## src/rtl/alu_pkg.sv

```systemverilog
// Shared encodings for the bit-serial ALU sequencer and its 1-bit slice.
package alu_pkg;

  localparam logic [1:0] OP_AND = 2'b00;
  localparam logic [1:0] OP_OR  = 2'b01;
  localparam logic [1:0] OP_ADD = 2'b10;
  localparam logic [1:0] OP_SLT = 2'b11;

  typedef enum logic [1:0] {
    S_IDLE = 2'd0,
    S_RUN  = 2'd1,
    S_DONE = 2'd2
  } state_t;

  // ADD and SLT both go through the adder path and thread the carry.
  function automatic logic op_is_arith(input logic [1:0] op);
    return op[1];
  endfunction

endpackage : alu_pkg

```

## src/rtl/alu_bit_comb.sv

```systemverilog
// Combinational 1-bit ALU slice: AND / OR / full-add selected by op.
module alu_bit_comb
  import alu_pkg::*;
(
  input  logic       a,
  input  logic       b,
  input  logic       cin,
  input  logic [1:0] op,
  output logic       r,
  output logic       cout
);

  always_comb begin
    r    = 1'b0;
    cout = 1'b0;
    case (op)
      OP_AND: r = a & b;
      OP_OR:  r = a | b;
      default: begin
        r    = a ^ b ^ cin;
        cout = (a & b) | (a & cin) | (b & cin);
      end
    endcase
  end

endmodule : alu_bit_comb

```

## src/rtl/alu_serial_seq.sv

```systemverilog
// Word-level ALU built from one 1-bit slice, iterating LSB-first one bit per clock.
module alu_serial_seq
  import alu_pkg::*;
#(
  parameter  int WIDTH = 32,
  localparam int CNT_W = $clog2(WIDTH)
) (
  input  logic             clock,
  input  logic             reset_n,
  input  logic             req_valid,
  output logic             req_ready,
  input  logic [WIDTH-1:0] req_a,
  input  logic [WIDTH-1:0] req_b,
  input  logic [1:0]       req_op,
  input  logic             req_binv,
  output logic             resp_valid,
  input  logic             resp_ready,
  output logic [WIDTH-1:0] resp_result,
  output logic             resp_zero,
  output logic             resp_carry,
  output logic             resp_ovf
);

  state_t           state_reg;
  logic [CNT_W-1:0] cnt_reg;
  logic             carry_reg;
  logic [WIDTH-1:0] a_reg;
  logic [WIDTH-1:0] b_reg;
  logic [1:0]       op_reg;
  logic [WIDTH-1:0] result_reg;

  logic             bit_r;
  logic             bit_cout;
  logic             is_last;
  logic             ovf_next;
  logic             slt_bit;
  logic [WIDTH-1:0] result_ins;
  logic [WIDTH-1:0] result_next;
  logic [WIDTH-1:0] b_cap;
  logic             carry_init;

  assign req_ready = (state_reg == S_IDLE);

  // SLT is a subtract, so it inverts B and seeds the carry just like SUB.
  assign b_cap      = (req_binv || req_op == OP_SLT) ? ~req_b : req_b;
  assign carry_init = (req_op == OP_ADD && req_binv) || (req_op == OP_SLT);

  alu_bit_comb u_bit (
    .a    (a_reg[cnt_reg]),
    .b    (b_reg[cnt_reg]),
    .cin  (carry_reg),
    .op   (op_reg),
    .r    (bit_r),
    .cout (bit_cout)
  );

  genvar gi;
  generate
    for (gi = 0; gi < WIDTH; gi++) begin : g_ins
      assign result_ins[gi] = (cnt_reg == CNT_W'(gi)) ? bit_r : result_reg[gi];
    end
  endgenerate

  assign is_last  = (cnt_reg == CNT_W'(WIDTH - 1));
  // Carry into the MSB is still in carry_reg while the MSB is being evaluated.
  assign ovf_next = carry_reg ^ bit_cout;
  assign slt_bit  = bit_r ^ ovf_next;
  assign result_next = (op_reg == OP_SLT) ? {{(WIDTH-1){1'b0}}, slt_bit} : result_ins;

  always_ff @(posedge clock) begin
    if (!reset_n) begin
      state_reg   <= S_IDLE;
      cnt_reg     <= '0;
      carry_reg   <= 1'b0;
      a_reg       <= '0;
      b_reg       <= '0;
      op_reg      <= OP_AND;
      result_reg  <= '0;
      resp_valid  <= 1'b0;
      resp_result <= '0;
      resp_zero   <= 1'b0;
      resp_carry  <= 1'b0;
      resp_ovf    <= 1'b0;
    end else begin
      case (state_reg)
        S_IDLE: begin
          if (req_valid) begin
            a_reg      <= req_a;
            b_reg      <= b_cap;
            op_reg     <= req_op;
            carry_reg  <= carry_init;
            cnt_reg    <= '0;
            result_reg <= '0;
            state_reg  <= S_RUN;
          end
        end
        S_RUN: begin
          result_reg <= result_ins;
          if (op_is_arith(op_reg)) carry_reg <= bit_cout;
          if (is_last) begin
            result_reg  <= result_next;
            resp_result <= result_next;
            resp_zero   <= (result_next == '0);
            resp_carry  <= op_is_arith(op_reg) ? bit_cout : 1'b0;
            resp_ovf    <= (op_reg == OP_ADD) ? ovf_next : 1'b0;
            resp_valid  <= 1'b1;
            state_reg   <= S_DONE;
          end else begin
            cnt_reg <= cnt_reg + 1'b1;
          end
        end
        S_DONE: begin
          if (resp_ready) begin
            resp_valid <= 1'b0;
            state_reg  <= S_IDLE;
          end
        end
        default: state_reg <= S_IDLE;
      endcase
    end
  end

endmodule : alu_serial_seq

```

## config.mk

```make
export PLATFORM = sky130hd
export DESIGN_NAME = alu_serial_seq
export DESIGN_NICKNAME = d
export VERILOG_FILES = /design/src/rtl/alu_pkg.sv /design/src/rtl/alu_bit_comb.sv /design/src/rtl/alu_serial_seq.sv
export SDC_FILE = /design/constraint.sdc
export NUM_CORES = 1
export LEC_CHECK = 0
export CORE_ASPECT_RATIO = 0.6
export CORE_MARGIN = 3
export CORE_UTILIZATION = 40
export DETAILED_ROUTE_END_ITERATION = 12
export HOLD_SLACK_MARGIN = 0.1
export PLACE_DENSITY_LB_ADDON = 0.2
export SLEW_MARGIN = 30
export SYNTH_ARGS = -nofsm -noshare
export SYNTH_HDL_FRONTEND = slang
export SYNTH_HIERARCHICAL = 1
export SYNTH_SLANG_ARGS = --single-unit
```

## constraint.sdc

```tcl
create_clock -name clock -period 3.7 [get_ports clock]
set_input_delay 0.74 -clock clock [delete_from_list [all_inputs] [get_ports clock]]
set_output_delay 0.74 -clock clock [all_outputs]
set_load 0.01 [all_outputs]
```

# [Word level (Yosys, flattened, before mapping)]
# Index checks and enable logic that the tools add are counted.
[word_totals] output_inout_bits=37 reg_bits=142 input_bits=71 wordCells=143
[op_classes] n_reduce_logical=17 n_bitwise=11 add_sub_neg=1 n_lt_le_gt_ge=1 muxes=58 eq_ne=43
[op_table] op="$mux W32" n=4
[op_table] op="$eq A5 B5 Y1 const B" n=16
[op_table] op="$pmux W32 S2" n=1
[op_table] op="$mux W1" n=41
[op_table] op="$eq A5 B4 Y1 const B" n=8
[op_table] op="$logic_not A32 Y1" n=1
[op_table] op="$not A32 Y32" n=1
[op_table] op="$eq A5 B3 Y1 const B" n=4
[op_table] op="$reduce_and A3 Y1" n=4
[op_table] op="$bmux W1 S5" n=2
[op_table] op="$eq A2 B2 Y1 const B" n=5
[op_table] op="$eq A5 B2 Y1 const B" n=2
[op_table] op="$mux W5" n=2
[op_table] op="$ne A2 B2 Y1 const B" n=5
[op_table] op="$pmux W5 S2" n=1
[op_table] op="$lt A5 B6 Y1 const B" n=1
[op_table] op="$mux W2" n=3
[op_table] op="$pmux W1 S2" n=3
[op_table] op="$pmux W2 S3" n=1
[op_table] op="$reduce_and A2 Y1" n=3
[op_table] op="$add A5 B1 Y5 const B" n=1
[op_table] op="$eq A5 B1 Y1 const B" n=1
[op_table] op="$logic_not A5 Y1" n=1
[op_table] op="$eq A2 B1 Y1 const B" n=2
[op_table] op="8 further kinds" n=18

# [Logic depth before layout (Yosys ltp)]
# Gate-level depths: netlist of the first run.
[depth] ltp_word=11 mapped_depth=16

# [Hierarchy]
# Netlist of the first run, hierarchy kept.
[modules_own_cells] mod="alu_serial_seq" n_inst=1 cells_each=800 area_each_um2=7023.0
[modules_own_cells] mod="alu_bit_comb" n_inst=1 cells_each=11 area_each_um2=87.6

# [Least setup slack after synthesis of the first run]
# OpenSTA, ideal clock, no wires.
[synth_path] path_type="flip-flop to flip-flop" start="register cnt_reg[1]" end="register resp_zero" required_ns=3.583 stages_incl_launch_ff=16 synth_period_minus_slack_ns=3.595 setup_time_ns=0.117 arrival_ns=3.478 setup_slack_ns=0.105 cell_sequence="dfxtp_1 -> clkbuf_1 -> buf_2 -> mux4_2 -> mux4_2 -> nand2_1 -> nand2_1 -> inv_1 -> fa_1 -> nand2_1 -> o31a_1 -> clkbuf_1 -> clkbuf_1 -> o21ai_0 -> a41o_1 -> a32o_1"
[synth_between] word_cells_on_any_way=83
[synth_rtl] element="start: declaration" line_no="alu_serial_seq.sv:25" rtl="logic [CNT_W-1:0] cnt_reg;"
[synth_rtl] element="start signal: assignment" line_no="alu_serial_seq.sv:109" rtl="cnt_reg <= cnt_reg + 1'b1;"
[synth_rtl] element="$bmux W1 S5, on equally long branches" line_no="alu_serial_seq.sv:49, alu_serial_seq.sv:50"
[synth_rtl] element="$mux W1, on equally long branches" line_no="alu_serial_seq.sv:49, alu_serial_seq.sv:50"
[synth_rtl] element="$xor A1 B1 Y1 (2 in series)" line_no="alu_bit_comb.sv:20" rtl="r = a ^ b ^ cin;"
[synth_rtl] element="$pmux W1 S2 *" line_no="alu_bit_comb.sv:16" rtl="case (op)"
[synth_rtl] element="net bit_r" line_no="alu_serial_seq.sv:32" rtl="logic bit_r;"
[synth_rtl] element="$mux W1 or $xor A1 B1 Y1 (tied branches)" line_no="alu_serial_seq.sv:60, alu_serial_seq.sv:67"
[synth_rtl] element="$mux W32 *" line_no="alu_serial_seq.sv:68" rtl="assign result_next = (op_reg == OP_SLT) ? {{(WIDTH-1){1'b0}}, slt_bit} : result_ins;"
[synth_rtl] element="$logic_not A32 Y1 *" line_no="alu_serial_seq.sv:103" rtl="resp_zero <= (result_next == '0);"
[synth_rtl] element="end signal: assignment" line_no="alu_serial_seq.sv:103"
[synth_rtl] element="end: declaration" line_no="alu_serial_seq.sv:19" rtl="output logic resp_zero,"
# The timed path passes the listed nets; every way through them passes the cells marked *. The select of a mux whose other input is x is not followed.
# A chain may end at the register's enable or synchronous reset.

# [Final worst setup path of the first run]
[layout_path] start="register cnt_reg[0]" end="register resp_zero"
# The elaborated chain is that of the path after synthesis.

==> impl_metrics.py, run 1 <==
metrics = {
    "clocking": {
        "cts_sinks": 142,
        "clkLatencyLatePin_ns": 0.42,
        "cts-hold-fix-buffers": 0,
        "cts_buffers": 17,
        "cts_root_buf": "clkbuf_16",
        "cts_tree": "yes",
        "htree_num_levels": 4,
        "clk_pin_slew_ns": 0.06,
        "cts_buffer_depth": 2,
    },
    "routing": {
        "drcViolationCount": 0,
        "dr.first_iter.drc_count": 461,
        "vias_per_cell": 5.04,
        "wirelength_um": 18900,
        "antenna_left": 0,
        "drt-pass1-iter-count": 4,
        "vias": 5883,
        "routedWlPerCell_um": 16.2,
    },
    "sta": {
        "setup_tns_ns": 0,
        "setup_viol": 0,
        "post-route-period-util_pct": 98.9,
        "slew_violations": 0,
        "final_hold_viol_count": 0,
        "finClkSkew_ns": 0.0132,
        "relSlewSlack_pct": 47.5,
        "fmax_mhz": 273,
        "tightest_slew_ns": 0.784,
        "min_period_ns": 3.66,
        "hold_slack_ns": 0.462,
        "rsz0062_at_grt": "true",
    },
    "placed_design": {
        "dp_cells": 1129,
        "hpwl_um": 12400,
        "place.gp.congestion": 0.864,
        "placed_area_sq_mm": 0.00853,
        "port_buffers": 107,
    },
    "yosys": {
        "synth_compound_area_share_pct": 13.7,
        "ys_warn_count": 6,
        "synth_top_family_by_area": "simple AND/OR/NAND/NOR gates",
        "synthAdderAreaFrac_pct": 1.69,
        "synth_simple_gate_area_share_pct": 23.7,
        "synth_sequential_area_ratio_pct": 40.0,
        "yosysUniqueCellTypes": 44,
        "synth_flop_cell": "dfxtp_1",
        "synth_mux_area_share_pct": 11.6,
        "synth_seq_cells": 142,
        "async_flop_share_pct": 0,
        "syn_nets": 891,
        "synth_area_per_cell_sq_um": 8.77,
        "syn_inst": 811,
        "synth_xor_area_share_pct": 4.43,
        "synth_edf_count": 0,
        "synth_area_sq_mm": 0.00711,
    },
    "floorplan": {
        "die_w_um": 178,
        "die_area_sq_mm": 0.0195,
        "initial_core_util_pct": 41.2,
        "core_area_sq_mm": 0.0173,
        "die_h_um": 109,
        "ios": 108,
        "rows": 37,
    },
    "global_routing": {
        "grt_pass1_wl_um": 29500,
        "antenna_found_initial": 0,
        "grt_overflow_total": 0,
        "grt_use_total_pct": 19.2,
        "grt_start_max_net_pins": 88,
        "grt_pass1_vias": 5600,
    },
    "cells_and_area": {
        "stdcell_count": 1168,
        "layout_common_cells": "nand2_1 (207), dfxtp_1 (141), clkdlybuf4s50_1 (106), a21boi_0 (72), o21ai_0 (65)",
        "areaGrowthSynthToFinish_pct": 32.0,
        "layout_commonest_cell": "nand2_1",
        "final_nets": 1001,
        "drive_above_1_share_pct": 13.9,
        "finalInstanceArea_sq_mm": 0.00939,
        "postLayoutCoreUtil_pct": 54.4,
        "diodes": 0,
    },
    "pwr": {
        "peakVddDrop_uv": 287,
        "power_leakage_nw": 3.37,
        "p_per_area_mw_per_mm2": 402,
    },
    "worst_setup_path": {
        "cp.required_ns": 4.05,
        "cp-start-kind": "flip-flop",
        "worst_ep_arrival_time_ns": 4.01,
        "critPathKind": "reg -> reg",
        "path_max_fanout": 7,
        "crit_path_end_kind": "flip-flop",
    },
    "status": {
        "status": "finished clean",
    },
    "hold_path": {
        "hp-class": "reg -> reg",
    },
    "run": {
        "max-cap-violations": 0,
    },
}
[synth_stat cells (2+ instances only)]
| master | instances | area [sq um] |
|---|---|---|
| mux2i_1 | 32 | 320 |
| nor2b_1 | 10 | 62.6 |
| nand2_1 | 213 | 800 |
| mux4_1 | 11 | 289 |
| o21ai_0 | 65 | 325 |
| clkbuf_1 | 38 | 143 |
| nor4_1 | 2 | 12.5 |
| a21boi_0 | 72 | 541 |
| buf_4 | 3 | 22.5 |
| dfxtp_1 | 142 | 2840 |
| nor4b_1 | 4 | 35.0 |
| nand4b_1 | 11 | 96.3 |
| nor2_1 | 9 | 33.8 |
| buf_1 | 5 | 18.8 |
| nand3_1 | 4 | 20.0 |
| nand4_1 | 10 | 62.6 |
| a22oi_1 | 3 | 22.5 |
| or3_1 | 2 | 12.5 |
| xor2_1 | 2 | 17.5 |
| mux4_2 | 9 | 203 |
| buf_6 | 3 | 33.8 |
| buf_2 | 16 | 80.1 |
| and2_1 | 60 | 375 |
| inv_1 | 8 | 30.0 |
| nor4bb_1 | 11 | 110 |
| xnor2_1 | 34 | 298 |
| ha_1 | 8 | 100 |
| a21oi_1 | 7 | 35.0 |
| nor3_1 | 2 | 10.0 |
[routing by layer]
metal	up-vias	wire [um]	share of wire, %	global-route usage (%)
met5	-	0	0	0
met2	154	7520	40	27.4
met4	0	116	0.61	4.20
met3	13	1040	5.5	3.55
met1	2750	10300	54	29.7
li1	2966	-	-	-
[per-stage QoR]
stage / power [mW] / setup WS (ns)
finish: 3.78 / 0.0403
global route: 3.92 / -0.0451
floorplan: 1.87 / 0.105
global placement: 2.03 / 0.0859
detailed placement: 2.03 / 0.0307
CTS: 3.78 / 0.0192
[critical path, cell delays in order, from the launching register on]
cell and delay, ns:
dfxtp_4 0.37, buf_12 0.13, buf_8 0.13, mux4_2 0.50, mux4_2 0.49, nand2_2 0.08, nand2_2 0.06, ha_2 0.17
nor2b_4 0.12, o31a_4 0.40, clkbuf_16 0.19, mux2i_2 0.17, nand4_1 0.14, nor4_2 0.35, buf_4 0.18, a32o_1 0.14
[power by group]
group          switching [mW]  internal (mW)
clock network           0.707           1.03
logic                   0.203          0.221
registers              0.0349           1.58
total                   0.945           2.83
[repair_timing]
item	CTS	global route
endpoints found under the hold margin	0	0
setup buffers	0	4
resized for setup	2	49
pin swaps	0	9
endpoints found under the setup margin	1	3
cloned	0	3
[layout make-up]
type	instances	area, sq um
clock buffer	20	457
clock inverter	12	134
fill	1593	7880
multi-input combinational	595	4090
sequential	142	2850
tap	234	293
inverter	8	30.0
timing repair buffer	157	1540
[path summary, 6_finish.rpt]
kind / start / to / slack [ns] / cells after the start
worst min-delay path: a_reg[22]$_SDFFE_PN0P_ / a_reg[22]$_SDFFE_PN0P_ / 0.46 / 2
worst max-delay path: cnt_reg[0]$_SDFFE_PN0P_ / resp_zero$_SDFFE_PN0P_ / 0.04 / 15
worst min register to register: a_reg[22]$_SDFFE_PN0P_ / a_reg[22]$_SDFFE_PN0P_ / 0.46 / 2
worst max register to register: cnt_reg[0]$_SDFFE_PN0P_ / resp_zero$_SDFFE_PN0P_ / 0.04 / 15
[cells by family after synthesis]
family	after synthesis
mux	53
fa+ha+maj	9
flops	142
simple gates	344
xor+xnor	36
compound gates	153
buf+inv	74
No activity file was read; power rests on OpenSTA's default activity.
==> run 2: changes to the inputs <==
--- a/config.mk
+++ b/config.mk
@@ -7,7 +7,7 @@
 export LEC_CHECK = 0
 export CORE_ASPECT_RATIO = 0.6
 export CORE_MARGIN = 3
-export CORE_UTILIZATION = 40
+export CORE_UTILIZATION = 35
 export DETAILED_ROUTE_END_ITERATION = 12
 export HOLD_SLACK_MARGIN = 0.1
 export PLACE_DENSITY_LB_ADDON = 0.2
==> run 2 against run 1 <==
  * Register-to-register slack better by 0.07 ns
  * Critical path depth decreased by 2
  * Cell count grew 2.5%
  * Die area rose by 14%
  * Via count shrank 2.3%
==> impl_metrics.py, run 2 (synthesized netlist as in run 1, its figures left out) <==
metrics = {
    "status": {
        "status": "finished clean",
    },
    "worst_setup_path": {
        "worst_ep_arrival_time_ns": 3.94,
        "path_delay_family": "multiplexers",
        "path_max_fanout": 13,
        "cp-start-kind": "flip-flop",
        "crit_path_cell_trace": "buf_12, mux4_1, mux4_2, nand2_1, nand2_2, ha_1, nor2b_1, o31a_1, buf_4, mux2i_2, nand4_1, nor4_4, a32o_1",
        "crit_path_end_kind": "flip-flop",
        "critPathKind": "reg -> reg",
        "max_stage_delay_ns": 0.55,
        "critPathBufInv": 2,
        "cp.required_ns": 4.05,
        "cp_slowest_cell": "mux4_1",
    },
    "clocking": {
        "clkLatencyLatePin_ns": 0.42,
        "cts_sinks": 142,
        "clk_pin_slew_ns": 0.06,
        "cts_buffer_depth": 2,
        "cts_root_buf": "clkbuf_16",
        "cts_tree": "yes",
        "cts_buffers": 17,
        "htree_num_levels": 4,
        "post_cts_buffers": 0,
    },
    "placed_design": {
        "dp_cells": 1165,
        "place.gp.congestion": 0.834,
        "hpwl_um": 12800,
        "pre_cts_slack_ns": -0.0732,
        "port_buffers": 107,
    },
    "routing": {
        "drt-pass1-iter-count": 4,
        "routedWlPerCell_um": 15.8,
        "dr.first_iter.drc_count": 308,
        "antenna_left": 0,
        "drcViolationCount": 0,
        "vias": 5745,
        "vias_per_cell": 4.80,
        "wirelength_um": 18900,
    },
    "floorplan": {
        "die_h_um": 116,
        "die_w_um": 190,
        "ios": 108,
        "rows": 39,
        "die_area_sq_mm": 0.0221,
        "initial_core_util_pct": 36.5,
        "core_area_sq_mm": 0.0195,
    },
    "cells_and_area": {
        "layout_commonest_cell": "nand2_1",
        "drive_above_1_share_pct": 12.8,
        "layout_common_cells": "nand2_1 (210), dfxtp_1 (141), clkdlybuf4s50_1 (106), a21boi_0 (71), o21ai_0 (65)",
        "final_nets": 998,
        "postLayoutCoreUtil_pct": 47.9,
        "areaGrowthSynthToFinish_pct": 31.2,
        "stdcell_count": 1197,
        "diodes": 0,
    },
    "sta": {
        "post-route-period-util_pct": 97.0,
        "relSlewSlack_pct": 54.9,
        "fmax_mhz": 279,
        "tightest_slew_ns": 0.667,
        "slew_violations": 0,
        "final_hold_viol_count": 0,
        "rsz0062_at_grt": "true",
        "min_period_ns": 3.59,
        "setup_viol": 0,
        "setup_ws_ns": 0.113,
        "finClkSkew_ns": 0.0111,
    },
    "global_routing": {
        "grt_pass1_vias": 5744,
        "grt_overflow_total": 0,
        "grt_pass1_wl_um": 30900,
        "grt_use_total_pct": 17.5,
        "grt_start_max_net_pins": 112,
        "antenna_found_initial": 0,
    },
    "run": {
        "max-cap-violations": 0,
    },
    "hold_path": {
        "hp-class": "reg -> reg",
    },
    "pwr": {
        "peakVddDrop_uv": 308,
        "p_per_area_mw_per_mm2": 389,
        "power_leakage_nw": 3.34,
    },
}
-- run 2: cell count changes in the layout (fill, tap and decap cells not counted), moves of 2 or more --
| cell | delta |
|---|---|
| mux4_1 | +6 |
| mux2i_2 | +6 |
| clkbuf_16 | -2 |
| nand2_1 | +3 |
| buf_12 | +2 |
| nand2_2 | -3 |
| clkbuf_8 | -2 |
| mux2i_4 | -5 |
| clkinvlp_4 | +3 |
| mux4_2 | -6 |
| buf_4 | -2 |
-- run 2: where the power goes --
| part | internal (mW) | leakage (nW) | switching [mW] |
|---|---|---|---|
| clock | 0.926 | 0.256 | 0.688 |
| combinational | 0.206 | 1.93 | 0.195 |
| sequential | 1.58 | 1.15 | 0.0321 |
| total | 2.71 | 3.34 | 0.915 |
-- run 2: metal layers --
metal / global-route usage (%) / up-vias / part of all wire (%)
li1: - / 2972 / -
met1: 27.7 / 2654 / 56
met2: 23.4 / 112 / 38
met3: 4.47 / 7 / 5.2
met4: 3.84 / 0 / 0.50
met5: 0 / - / 0
-- run 2: worst paths after layout --
path,to,start,slack (ns),cells after the start
setup / recovery,resp_zero$_SDFFE_PN0P_,cnt_reg[0]$_SDFFE_PN0P_,0.11,13
hold / removal,b_reg[24]$_SDFFE_PN0P_,b_reg[24]$_SDFFE_PN0P_,0.46,2
setup reg to reg,resp_zero$_SDFFE_PN0P_,cnt_reg[0]$_SDFFE_PN0P_,0.11,13
hold reg to reg,b_reg[24]$_SDFFE_PN0P_,b_reg[24]$_SDFFE_PN0P_,0.46,2
-- run 2: final cells by class --
type / count / area (sq um)
inverter: 8 / 30.0
fill: 1866 / 10100
multi-input combinational: 595 / 4070
clock inverter: 13 / 118
timing repair buffer: 154 / 1500
clock buffer: 19 / 433
sequential: 142 / 2850
tap: 266 / 333
-- run 2: worst register-to-register path, stage by stage, from the launching register on --
cell and delay [ns]:
dfxtp_4 0.37, buf_12 0.15, mux4_1 0.56, mux4_2 0.46, nand2_1 0.09, nand2_2 0.09, ha_1 0.20, nor2b_1 0.13
o31a_1 0.38, buf_4 0.20, mux2i_2 0.18, nand4_1 0.16, nor4_4 0.35, a32o_1 0.21
-- run 2: per-stage QoR --
stage,hold WS [ns],power [mW],instance area [sq um],TNS (ns)
2_1_floorplan,0.436,1.87,7110,0
3_3_place_gp,0.451,2.03,8640,0
5_1_grt,0.475,3.79,9330,-0.0166
3_5_place_dp,0.456,2.04,8640,-0.0732
4_1_cts,0.465,3.66,9210,0
6_report,0.461,3.63,9330,0
-- run 2: repair_timing --
| action | in CTS | in global routing |
|---|---|---|
| endpoints found under the setup margin | 1 | 26 |
| resized for setup | 3 | 31 |
| hold buffers | 0 | 0 |
| pin swaps | 1 | 4 |
==> run 3: changes to the inputs <==
--- a/config.mk
+++ b/config.mk
@@ -7,9 +7,10 @@
 export LEC_CHECK = 0
 export CORE_ASPECT_RATIO = 0.6
 export CORE_MARGIN = 3
-export CORE_UTILIZATION = 35
+export CORE_UTILIZATION = 54
 export DETAILED_ROUTE_END_ITERATION = 12
 export HOLD_SLACK_MARGIN = 0.1
+export MAX_ROUTING_LAYER = met4
 export PLACE_DENSITY_LB_ADDON = 0.2
 export SLEW_MARGIN = 30
 export SYNTH_ARGS = -nofsm -noshare
==> constraint.sdc (replaced) <==
create_clock -name clock -period 3.6 [get_ports clock]
set_input_delay 0.72 -clock clock [delete_from_list [all_inputs] [get_ports clock]]
set_output_delay 0.72 -clock clock [all_outputs]
set_load 0.01 [all_outputs]
==> run 3 against run 2 <==
  * The run now ends with setup timing left
  * Total power grew 8.6%
  * Global-route usage up 8.9 points
  * Highest routed layer unchanged
  * Combinational power increased by 13%
==> impl_metrics.py, run 3 (synthesized netlist as in run 1, its figures left out) <==
metrics = {
    "status": {
        "status": "complete, but fails checks",
        "violations": "setup timing",
    },
    "cells_and_area": {
        "diodes": 0,
        "finalInstanceArea_sq_mm": 0.00938,
        "layout_common_cells": "nand2_1 (208), dfxtp_1 (141), clkdlybuf4s50_1 (106), a21boi_0 (71), and2_1 (60)",
        "areaGrowthSynthToFinish_pct": 31.9,
        "drive_above_1_share_pct": 14.6,
        "seqCellArea_sq_mm": 0.00285,
        "postLayoutCoreUtil_pct": 75.3,
        "final_nets": 991,
        "multi_input_area_sq_mm": 0.00418,
        "layout_commonest_cell": "nand2_1",
        "fill_cells": 837,
    },
    "clocking": {
        "cts-hold-fix-buffers": 0,
        "clkLatencyLatePin_ns": 0.43,
        "cts_sinks": 142,
        "cts_buffer_depth": 2,
        "cts_buffers": 17,
        "clk_pin_slew_ns": 0.06,
        "cts_tree": "yes",
        "htree_num_levels": 4,
        "cts_root_buf": "clkbuf_16",
    },
    "global_routing": {
        "antenna_found_initial": 0,
        "grt_use_total_pct": 26.4,
        "grt_pass1_vias": 5988,
        "grt_overflow_total": 0,
        "grt_pass1_wl_um": 30200,
        "grt_start_max_net_pins": 143,
    },
    "worst_setup_path": {
        "max_stage_delay_ns": 0.53,
        "cp.required_ns": 3.91,
        "critPathKind": "reg -> reg",
        "crit_path_cell_trace": "buf_8, mux4_2, mux4_2, nand2_2, nand2_4, inv_4, fa_1, nand2_1, o31a_1, buf_8, o21ai_0, a41o_1, a32o_1",
        "cp_slowest_cell": "mux4_2",
        "crit_path_end_kind": "flip-flop",
        "worst_ep_arrival_time_ns": 4.00,
        "path_delay_family": "multiplexers",
        "path_max_fanout": 9,
        "cp-start-kind": "flip-flop",
        "critPathBufInv": 3,
    },
    "routing": {
        "vias": 6180,
        "wirelength_um": 19400,
        "drcViolationCount": 0,
        "drt-pass1-iter-count": 5,
        "vias_per_cell": 5.67,
        "dr.first_iter.drc_count": 562,
        "antenna_left": 0,
        "routedWlPerCell_um": 17.8,
    },
    "sta": {
        "setup_ws_ns": -0.0877,
        "post-route-period-util_pct": 102,
        "rsz0062_at_grt": "true",
        "tightest_slew_ns": 1.04,
        "min_period_ns": 3.69,
        "final_hold_viol_count": 0,
        "hold_slack_ns": 0.467,
        "relSlewSlack_pct": 30.3,
        "fmax_mhz": 271,
        "setup_viol": 3,
        "slew_violations": 0,
        "finClkSkew_ns": 0.00942,
    },
    "placed_design": {
        "port_buffers": 107,
        "pre_cts_slack_ns": -0.100,
        "placed_area_sq_mm": 0.00837,
        "hpwl_um": 11900,
        "place.gp.congestion": 0.873,
    },
    "floorplan": {
        "core_area_sq_mm": 0.0125,
        "initial_core_util_pct": 57.1,
        "die_area_sq_mm": 0.0146,
        "die_w_um": 154,
        "die_h_um": 94.9,
        "ios": 108,
        "rows": 31,
    },
    "pwr": {
        "swShare_pct": 23.9,
        "peakVddDrop_uv": 283,
        "sequentialPowerShare_pct": 42.1,
        "p_per_area_mw_per_mm2": 420,
        "power_leakage_nw": 3.36,
        "combPwrFrac_pct": 11.5,
        "p_switching_uw": 942,
        "intPower_mw": 3.00,
        "clkPwrFrac_pct": 46.3,
    },
    "run": {
        "max-cap-violations": 0,
    },
    "hold_path": {
        "hp-class": "reg -> reg",
    },
}
run 3: path summary, 6_finish.rpt:
| check | slack [ns] | from | cells past startpoint | endpoint |
|---|---|---|---|---|
| max | -0.09 | cnt_reg[0]$_SDFFE_PN0P_ | 13 | resp_zero$_SDFFE_PN0P_ |
| min reg2reg | 0.47 | resp_result[31]$_SDFFE_PN0P_ | 2 | resp_result[31]$_SDFFE_PN0P_ |
| max reg2reg | -0.09 | cnt_reg[0]$_SDFFE_PN0P_ | 13 | resp_zero$_SDFFE_PN0P_ |
| min | 0.47 | resp_result[31]$_SDFFE_PN0P_ | 2 | resp_result[31]$_SDFFE_PN0P_ |
run 3: through the flow:
step	TNS, ns	total power [mW]	cells
6_report	-0.201	3.94	1089
5_1_grt	-0.728	4.06	1089
4_1_cts	-0.0506	3.93	1092
3_5_place_dp	-0.216	2.08	1048
3_3_place_gp	0	2.07	1048
2_1_floorplan	0	1.92	811
run 3: power by group through the flow:
stage                     registers [mW]  clock network (mW)  logic (mW)
after detailed placement            1.69                   0       0.392
after global placement              1.69                   0       0.377
after floorplan                     1.67                   0       0.247
final                               1.66                1.83       0.453
after CTS                           1.66                1.83       0.439
after global routing                1.66                1.90       0.490
run 3: what timing repair did:
item / CTS / global route
resized for setup: 40 / 61
setup endpoints to repair: 3 / 30
cloned: 4 / 0
pin swaps: 10 / 19
buffers inserted: 8 / 3
run 3: tightest hold or removal path: cells and delay by family (launching register included):
kind | cells | cell delay [ns]
AOI/OAI and AO/OA | 1 | 0.06
and+or+nand+nor | 1 | 0.05
DFF | 1 | 0.31
run 3: routing by layer:
layer | part of all wire [%] | global-route usage (%)
met1 | 46 | 36.4
met2 | 45 | 38.6
met3 | 7.6 | 7.05
met4 | 1.0 | 6.91
met5 | 0 | -
run 3: final cells by class:
class	instances	area share, %
Inverter	8	0.374
Sequential cell	142	30.3
Clock inverter	9	1.41
Clock buffer	23	5.10
Tap cell	165	2.20
Multi-Input combinational cell	595	44.6
Timing Repair Buffer	147	16.0
